==> config.mk <==
export PLATFORM = sky130hd
export DESIGN_NAME = neurosync_botoes_condicionador
export DESIGN_NICKNAME = d
export VERILOG_FILES = /design/src/rtl/neurosync_pkg.sv /design/src/rtl/neurosync_debounce_canal.sv /design/src/rtl/neurosync_botoes_condicionador.sv
export SDC_FILE = /design/constraint.sdc
export NUM_CORES = 1
export LEC_CHECK = 0
export CAP_MARGIN = 20
export CORE_MARGIN = 2
export CORE_UTILIZATION = 59
export CTS_CLUSTER_DIAMETER = 150
export DETAILED_ROUTE_END_ITERATION = 8
export GPL_TIMING_DRIVEN = 0
export HOLD_SLACK_MARGIN = 0.02
export PLACE_DENSITY = 0.89
export SYNTH_ARGS = -nofsm -noshare
export SYNTH_HDL_FRONTEND = slang
export SYNTH_SLANG_ARGS = --single-unit
==> constraint.sdc <==
create_clock -name clock -period 2.21 [get_ports clock]
set_clock_uncertainty 0.1 [all_clocks]
set_input_delay 0.442 -clock clock [delete_from_list [all_inputs] [get_ports clock]]
set_output_delay 0.442 -clock clock [all_outputs]
set_load 0.02 [all_outputs]
==> src/rtl/neurosync_pkg.sv <==
// Shared definitions for the NeuroSync button conditioner: FSM state encoding,
// default debounce/long-press timings and button channel indices.
package neurosync_pkg;

  typedef enum logic [1:0] {
    SOLTO       = 2'b00,
    CONF_PRESS  = 2'b01,
    PRESSIONADO = 2'b10,
    CONF_SOLTO  = 2'b11
  } estado_t;

  localparam int unsigned DEBOUNCE_CICLOS_PADRAO = 50000;
  localparam int unsigned LONGO_CICLOS_PADRAO    = 2000000;

  localparam int unsigned BTN_JOGAR    = 0;
  localparam int unsigned BTN_CONFIRMA = 1;

  function automatic int unsigned max_u(input int unsigned a, input int unsigned b);
    return (a > b) ? a : b;
  endfunction

endpackage

==> src/rtl/neurosync_debounce_canal.sv <==
// One button channel: two-flop synchronizer, debounce FSM with saturating counter,
// registered press/level/long-press outputs. Long press enabled by NEUROSYNC_BTN_LONGO_EN.
module neurosync_debounce_canal
  import neurosync_pkg::*;
#(
  parameter int unsigned DEBOUNCE_CICLOS = DEBOUNCE_CICLOS_PADRAO,
  parameter int unsigned LONGO_CICLOS    = LONGO_CICLOS_PADRAO
) (
  input  logic clock,
  input  logic reset_n,
  input  logic i_botao,
  output logic o_det,
  output logic o_nivel,
  output logic o_longo
);

`ifdef NEUROSYNC_BTN_LONGO_EN
  localparam int unsigned CNT_MAX = max_u(DEBOUNCE_CICLOS, LONGO_CICLOS);
`else
  localparam int unsigned CNT_MAX = DEBOUNCE_CICLOS;
`endif
  localparam int unsigned CNT_W = $clog2(CNT_MAX + 1);
  localparam logic [CNT_W-1:0] DEB_FIM = CNT_W'(DEBOUNCE_CICLOS);
  localparam logic [CNT_W-1:0] CNT_UM  = CNT_W'(1);

  if (DEBOUNCE_CICLOS < 2 || LONGO_CICLOS <= DEBOUNCE_CICLOS) begin : g_param_invalido
    $error("neurosync_debounce_canal: DEBOUNCE_CICLOS must be >= 2 and below LONGO_CICLOS");
  end

  logic             r_s1, r_s2;
  estado_t          r_estado, w_estado_prox;
  logic [CNT_W-1:0] r_cnt, w_cnt_prox;
  logic             r_det, w_det_prox;
  logic             r_nivel, w_nivel_prox;

`ifdef NEUROSYNC_BTN_LONGO_EN
  localparam logic [CNT_W-1:0] LONGO_FIM = CNT_W'(LONGO_CICLOS);
  localparam logic [CNT_W-1:0] LONGO_PRE = CNT_W'(LONGO_CICLOS - 1);
  logic             r_longo, w_longo_prox;
  logic [CNT_W-1:0] r_cnt_salvo, w_salvo_prox;
`endif

  // Synchronizer, state and output registers
  always_ff @(posedge clock or negedge reset_n) begin
    if (!reset_n) begin
      r_s1     <= 1'b0;
      r_s2     <= 1'b0;
      r_estado <= SOLTO;
      r_cnt    <= '0;
      r_det    <= 1'b0;
      r_nivel  <= 1'b0;
    end else begin
      r_s1     <= i_botao;
      r_s2     <= r_s1;
      r_estado <= w_estado_prox;
      r_cnt    <= w_cnt_prox;
      r_det    <= w_det_prox;
      r_nivel  <= w_nivel_prox;
    end
  end

`ifdef NEUROSYNC_BTN_LONGO_EN
  always_ff @(posedge clock or negedge reset_n) begin
    if (!reset_n) begin
      r_longo     <= 1'b0;
      r_cnt_salvo <= '0;
    end else begin
      r_longo     <= w_longo_prox;
      r_cnt_salvo <= w_salvo_prox;
    end
  end
`endif

  // Next-state and next-output logic
  always_comb begin
    w_estado_prox = r_estado;
    w_cnt_prox    = r_cnt;
    w_det_prox    = 1'b0;
`ifdef NEUROSYNC_BTN_LONGO_EN
    w_longo_prox  = 1'b0;
    w_salvo_prox  = r_cnt_salvo;
`endif
    case (r_estado)
      SOLTO: begin
        if (r_s2) begin
          w_estado_prox = CONF_PRESS;
          w_cnt_prox    = CNT_UM;
        end else begin
          w_cnt_prox    = '0;
        end
      end
      CONF_PRESS: begin
        if (!r_s2) begin
          w_estado_prox = SOLTO;
          w_cnt_prox    = '0;
        end else if (r_cnt == DEB_FIM) begin
          w_estado_prox = PRESSIONADO;
          w_cnt_prox    = '0;
          w_det_prox    = 1'b1;
        end else begin
          w_cnt_prox    = r_cnt + CNT_UM;
        end
      end
      PRESSIONADO: begin
        if (!r_s2) begin
          w_estado_prox = CONF_SOLTO;
          w_cnt_prox    = CNT_UM;
`ifdef NEUROSYNC_BTN_LONGO_EN
          w_salvo_prox  = r_cnt;
`endif
        end else begin
`ifdef NEUROSYNC_BTN_LONGO_EN
          // Long-press count saturates at LONGO_FIM so the pulse fires once per press
          if (r_cnt != LONGO_FIM) w_cnt_prox = r_cnt + CNT_UM;
          w_longo_prox = (r_cnt == LONGO_PRE);
`else
          w_cnt_prox = '0;
`endif
        end
      end
      CONF_SOLTO: begin
        if (r_s2) begin
          w_estado_prox = PRESSIONADO;
`ifdef NEUROSYNC_BTN_LONGO_EN
          w_cnt_prox    = r_cnt_salvo;
`else
          w_cnt_prox    = '0;
`endif
        end else if (r_cnt == DEB_FIM) begin
          w_estado_prox = SOLTO;
          w_cnt_prox    = '0;
        end else begin
          w_cnt_prox    = r_cnt + CNT_UM;
        end
      end
      default: begin
        w_estado_prox = SOLTO;
        w_cnt_prox    = '0;
      end
    endcase
    w_nivel_prox = (w_estado_prox == PRESSIONADO) || (w_estado_prox == CONF_SOLTO);
  end

  assign o_det   = r_det;
  assign o_nivel = r_nivel;
`ifdef NEUROSYNC_BTN_LONGO_EN
  assign o_longo = r_longo;
`else
  assign o_longo = 1'b0;
`endif

endmodule

==> src/rtl/neurosync_botoes_condicionador.sv <==
// NeuroSync push-button conditioner: polarity, then one debounce channel per button.
// Long-press pulses are built only when NEUROSYNC_BTN_LONGO_EN is defined.
module neurosync_botoes_condicionador
  import neurosync_pkg::*;
#(
  parameter int unsigned N_BOTOES        = 2,
  parameter int unsigned DEBOUNCE_CICLOS = DEBOUNCE_CICLOS_PADRAO,
  parameter int unsigned LONGO_CICLOS    = LONGO_CICLOS_PADRAO,
  parameter bit          ATIVO_BAIXO     = 1'b1
) (
  input  logic                clock,
  input  logic                reset_n,
  input  logic [N_BOTOES-1:0] botoes_in,
  output logic [N_BOTOES-1:0] det,
  output logic [N_BOTOES-1:0] nivel,
  output logic [N_BOTOES-1:0] longo
);

  // Internally 1 = pressed regardless of board wiring
  logic [N_BOTOES-1:0] w_pressionado;
  assign w_pressionado = ATIVO_BAIXO ? ~botoes_in : botoes_in;

  for (genvar g = 0; g < N_BOTOES; g++) begin : g_canal
    neurosync_debounce_canal #(
      .DEBOUNCE_CICLOS (DEBOUNCE_CICLOS),
      .LONGO_CICLOS    (LONGO_CICLOS)
    ) u_canal (
      .clock   (clock),
      .reset_n (reset_n),
      .i_botao (w_pressionado[g]),
      .o_det   (det[g]),
      .o_nivel (nivel[g]),
      .o_longo (longo[g])
    );
  end

endmodule

---- After elaboration in Yosys (flattened, before gate mapping) ----
Cells that the tools add are included.
word-level totals
  output and inout bits ................... 6
  bits of input ports ..................... 4
  bits in registers ....................... 44
cells by class
  equality and inequality tests ........... 12
  muxes and demuxes ....................... 32
  reductions and logical operators ........ 4
  add/subtract/negate cells ............... 2
  bitwise gates (word level) .............. 1
operators with widths
  kind                                                 count
  case mux 16 bit (4 select lines)                     2
  two-way mux 16 bit                                   6
  adder 16 x 1 -> 16 bit, second input constant        2
  equality test 16 bit, second input constant          2
  two-way mux 2 bit                                    12
  equality test 2 bit, second input constant           8
  case mux 2 bit (4 select lines)                      2
  two-way mux 1 bit                                    10
  equality test 2 x 1 -> 1 bit, second input constant  2
  logical NOT 2 bit                                    2
  logical OR 1 bit                                     2
  inverter 2 bit                                       1

---- Depth between registers and ports, before layout ----
  word-level depth ........................ 6
  mapped depth ............................ 7
  depth with buffers taken out ............ 6

---- Modules after synthesis ----
From an unflattened synthesis, not the netlist that was laid out.
unflattened totals
  cells, all modules ...................... 204
  area, all modules ....................... 2,094.5 um^2
by module, submodules not included
  module                          sequential area each (um^2)  area each (um^2)  times used  cells an instance
  neurosync_debounce_canal        550.5                        1,043.5           2           101
  neurosync_botoes_condicionador  0.0                          7.5               1           2

---- Worst setup path before layout ----
Ideal clock, no wire load.
  path type ............................... register to register
  start point ............................. reg g_canal[1].u_canal.r_cnt[0]
  end point ............................... reg g_canal[1].u_canal.r_cnt[15]
  stages on the path, launching flop included .. 8
  library setup time ...................... 0.119 ns
  path slack .............................. 0.349 ns
  arrival ................................. 1.642 ns
  path through ............................ dfrtp_1 -> inv_1 -> ha_1 -> or4b_1 -> nor4_4 -> nand3b_2 -> buf_4 -> nor2_1
on the way
  longest elaborated chain between the ends .. 4
RTL lines
  what                                                            line                                                             RTL
  start: declaration                                              neurosync_debounce_canal.sv:32                                   logic [CNT_W-1:0] r_cnt, w_cnt_prox;
  start signal: assignment                                        neurosync_debounce_canal.sv:56                                   r_cnt <= w_cnt_prox;
  adder 16 x 1 -> 16 bit or equality test 16 bit (tied branches)  n/a
  two-way mux 16 bit (*)                                          neurosync_debounce_canal.sv:96, neurosync_debounce_canal.sv:129
  two-way mux 16 bit, on equally long branches                    neurosync_debounce_canal.sv:122, neurosync_debounce_canal.sv:93
  case mux 16 bit (4 select lines) (*)                            neurosync_debounce_canal.sv:83                                   case (r_estado)
  net g_canal[1].u_canal.w_cnt_prox[15]                           neurosync_debounce_canal.sv:32
Mark *: on every way through the listed nets, which the timed path passes. The rest lies on a longest branch.

---- Worst setup path in the final report ----
  start point ............................. reg g_canal[0].u_canal.r_cnt[0]
  end point ............................... reg g_canal[0].u_canal.r_cnt[12]
on the way
  longest elaborated chain between the ends .. 4
RTL lines
  what                                                            line
  start: declaration                                              neurosync_debounce_canal.sv:32
  start signal: assignment                                        neurosync_debounce_canal.sv:56
  adder 16 x 1 -> 16 bit or equality test 16 bit (tied branches)  n/a
  two-way mux 16 bit (*)                                          neurosync_debounce_canal.sv:96, neurosync_debounce_canal.sv:129
  two-way mux 16 bit, on equally long branches                    neurosync_debounce_canal.sv:122, neurosync_debounce_canal.sv:93
  case mux 16 bit (4 select lines) (*)                            neurosync_debounce_canal.sv:83
  net g_canal[0].u_canal.w_cnt_prox[12]                           neurosync_debounce_canal.sv:32
Marks and branches as above.

==> metrics.txt <==
total power=about 1.4 mW; compound-cell area share of the yosys netlist=less than 1%; largest net degree at the start of global routing=33; Simple-Gate Fraction of Synth Area=roughly a quarter; Die ar.=4090 um2; required time worst endpoint=between 2 and 2.5 ns; final period utilization=93.3%; initial core utilization=a little over three fifths; xor-xnor portion of the synthesized cell area=a little under an eighth; placed cell areas=approximately 2300 um2; EDFF count, synth=0; Slowest cell on crit path=dfrtp_1; hold endpoint=g_canal[1].u_canal.r_s2; Clock Sink Count=44; Crit path largest cell delay=between 0.4 and 0.5 ns; placed cell count=260; Cell variety after synth=31; post-synthesis sequential area ratio=between 50% and 60%; Final Non-Filler Cells=271; Synth Flop Type=dfrtp_1; final net count=~230; Reg2Reg Setup Slack=0.15 ns; R2R Path Start=g_canal[0].u_canal.r_cnt[0]; via count=roughly 1.4k; vias in the first global route=1,461; Synth Area in Adders=~2.4%; core region area=around 3400 um2; Max clock buf depth=2; post-route setup slack=~0.15 ns; layout cell share with drive strength beyond 1=between 10% and 20%; Max IR drop VDD=0.000730 V; RePlAce Congestion=0.848; Worst Setup End Kind=register; synthesized area per cell=slightly above 10 um2; Final Hold Viols=0; Setup TNS=0 ns; GR Util All Layers=21.5%; synthesis-to-layout area growth=12.5%; Register Area=roughly 1100 um2; largest family of logic cells by synthesized area=simple AND/OR/NAND/NOR gates; Die Ht=around 64 um; port bufs=7; largest area contributor in the netlist=dfrtp_1; fmax=between 400 and 500 MHz; unrepaired setup endpoints after global routing=yes; Ys Warns=0; Via density=5.28; worst skew pair latency=between 0.3 and 0.4 ns; top-area cell type share of the netlist area=slightly above 50%; Rows=21; 1st-pass router iterations=4; maxcap violations=0; crit path DAT=between 2 and 2.5 ns; clock root buffer=clkbuf_4; pwr dens=591 nW/um2; mux contribution to synthesized area=between 2 and 2.5%; first-pass GRT wire length=about 6.6 mm; Clock transition at path regs=0.13 ns; number of antenna diodes=0; Max Slew Vio Count=0; worst min-delay path class=register to register; main area contributors after synthesis=dfrtp_1, xnor2_1, nor2_1, xor2_1, nand3_1; dpl ws=about 0.14 ns; critical path fanouts, max=10; Setup crit start=g_canal[0].u_canal.r_cnt[0]; DRT iter0 DRCs=a little over 80; Routed WL=3.72 mm; Bufs and invs on worst path=2; Post-Synthesis Cell Area=2120 um2; crit-path cells=inv_1 -> ha_1 -> or4b_1 -> nor4_2 -> nand3b_1 -> buf_4 -> nor2_1; Synth Instances=between 200 and 250; Synth async-reset ratio=between 90% and 100%; post-DP HPWL=around 2.5 mm; Layout fillers=approximately 240; WHS=~0.28 ns; Startpoint Class=register; H-tree Lvls=2; initial antenna violation count=0; status=finished, final reports clean; synthesized flop and latch total=44; critical path's top delay family=simple AND/OR/NAND/NOR gates; Remaining DRCs=0; final core utilization=70.4%; Die X=around 64 um; Crit Path Class=register to register; hold path depth=0; multi-input logic area=923 um2; final setup fails=0; Reg2Reg Capture Point=g_canal[0].u_canal.r_cnt[12]; TritonCTS clock tree=done; worst reg2reg path depth=7; WL/cell=about 14 um; post-route cell area=~2400 um2; total congestion overflow=0; post-route minimum period=approximately 2.1 ns; CTS Buf Count=5; LEAKAGE=0.999 nW; Final ANT Viol Nets=0; min-delay src=g_canal[1].u_canal.r_s1; Ports=10
## state kept, by name, summed over array words and instances (netlist names)
name,count
g_canal.u_canal.o_det,2
g_canal.u_canal.r_s1,2
g_canal.u_canal.r_s2,2
g_canal.u_canal.o_nivel,2
g_canal.u_canal.r_estado,4
g_canal.u_canal.r_cnt,32
## cells in the mapped netlist (2+ instances only)
cell,instances
and3_1,2
nor2_1,35
and2_1,4
xnor2_1,21
nand3_1,12
buf_4,8
nor4_1,6
mux2_1,4
nand3b_1,2
nand2_1,11
xor2_1,8
nor3b_1,2
inv_1,12
and4_1,2
or4b_1,3
nor3_1,4
nand4_1,9
ha_1,4
dfrtp_1,44
## final cells by class
type / instances / share of cell area (%)
clock buffer: 5 / 1.57
clock inverter: 3 / 1.99
buffer: 9 / 2.73
inverter: 12 / 1.89
timing repair buffer: 11 / 4.61
multi-input combinational: 141 / 38.7
sequential: 44 / 46.1
tap: 46 / 2.41
## per-layer routing
| layer | global-route usage (%) | vias to the layer above | part of all wire [%] |
|---|---|---|---|
| met5 | 0 | - | 0 |
| met4 | 8.15 | 0 | 1.8 |
| met2 | 35.2 | 26 | 51 |
| met3 | 6.34 | 6 | 3.5 |
| met1 | 27.1 | 682 | 44 |
| li1 | - | 718 | - |
## report_power, final
group / switching [mW] / internal (mW)
sequential: 0.0104 / 0.815
clock: 0.274 / 0.242
combinational: 0.0405 / 0.0281
total: 0.325 / 1.09
## how the worst max path moves through the flow
stage,slack [ns],end,cells past startpoint
finish,0.15,g_canal[0].u_canal.r_cnt[12],7
global route,-0.01,g_canal[0].u_canal.r_cnt[12],7
CTS,0.10,g_canal[0].u_canal.r_cnt[12],7
detailed placement,0.14,g_canal[0].u_canal.r_cnt[12],7
global placement,-0.47,g_canal[0].u_canal.r_cnt[12],1
floorplan,0.35,g_canal[1].u_canal.r_cnt[15],7
## worst register-to-register path: stages, from the launching register on
cell	delay, ns
dfrtp_1	0.45
inv_1	0.08
ha_1	0.13
or4b_1	0.44
nor4_2	0.21
nand3b_1	0.25
buf_4	0.22
nor2_1	0.07
## cell usage in the layout, fill, tap and decap left out, types with 3 or more instances in the layout
cell type	instances
nand4_1	9
xor2_1	8
or4b_1	3
nand3_1	12
inv_1	12
ha_1	4
clkbuf_4	5
clkdlybuf4s50_1	6
dfrtp_1	44
buf_4	10
xnor2_1	21
and2_1	4
nor4_1	6
mux2_1	4
nand2_1	11
nor3_1	4
nor2_1	35
## kinds of logic after synthesis
logic type,Yosys count
xor+xnor,29
simple gates,99
flops,44
buf+inv,21
compound gates,3
other cells,1
fa+ha+maj,4
mux,4
## timing repair
action / CTS / global route
endpoints found under the hold margin: 12 / 0
hold buffers: 1 / 0
gates resized for setup: 0 / 1
buffers inserted: 0 / 2
endpoints found under the setup margin: 0 / 12
(Power assumes the default switching activity.)
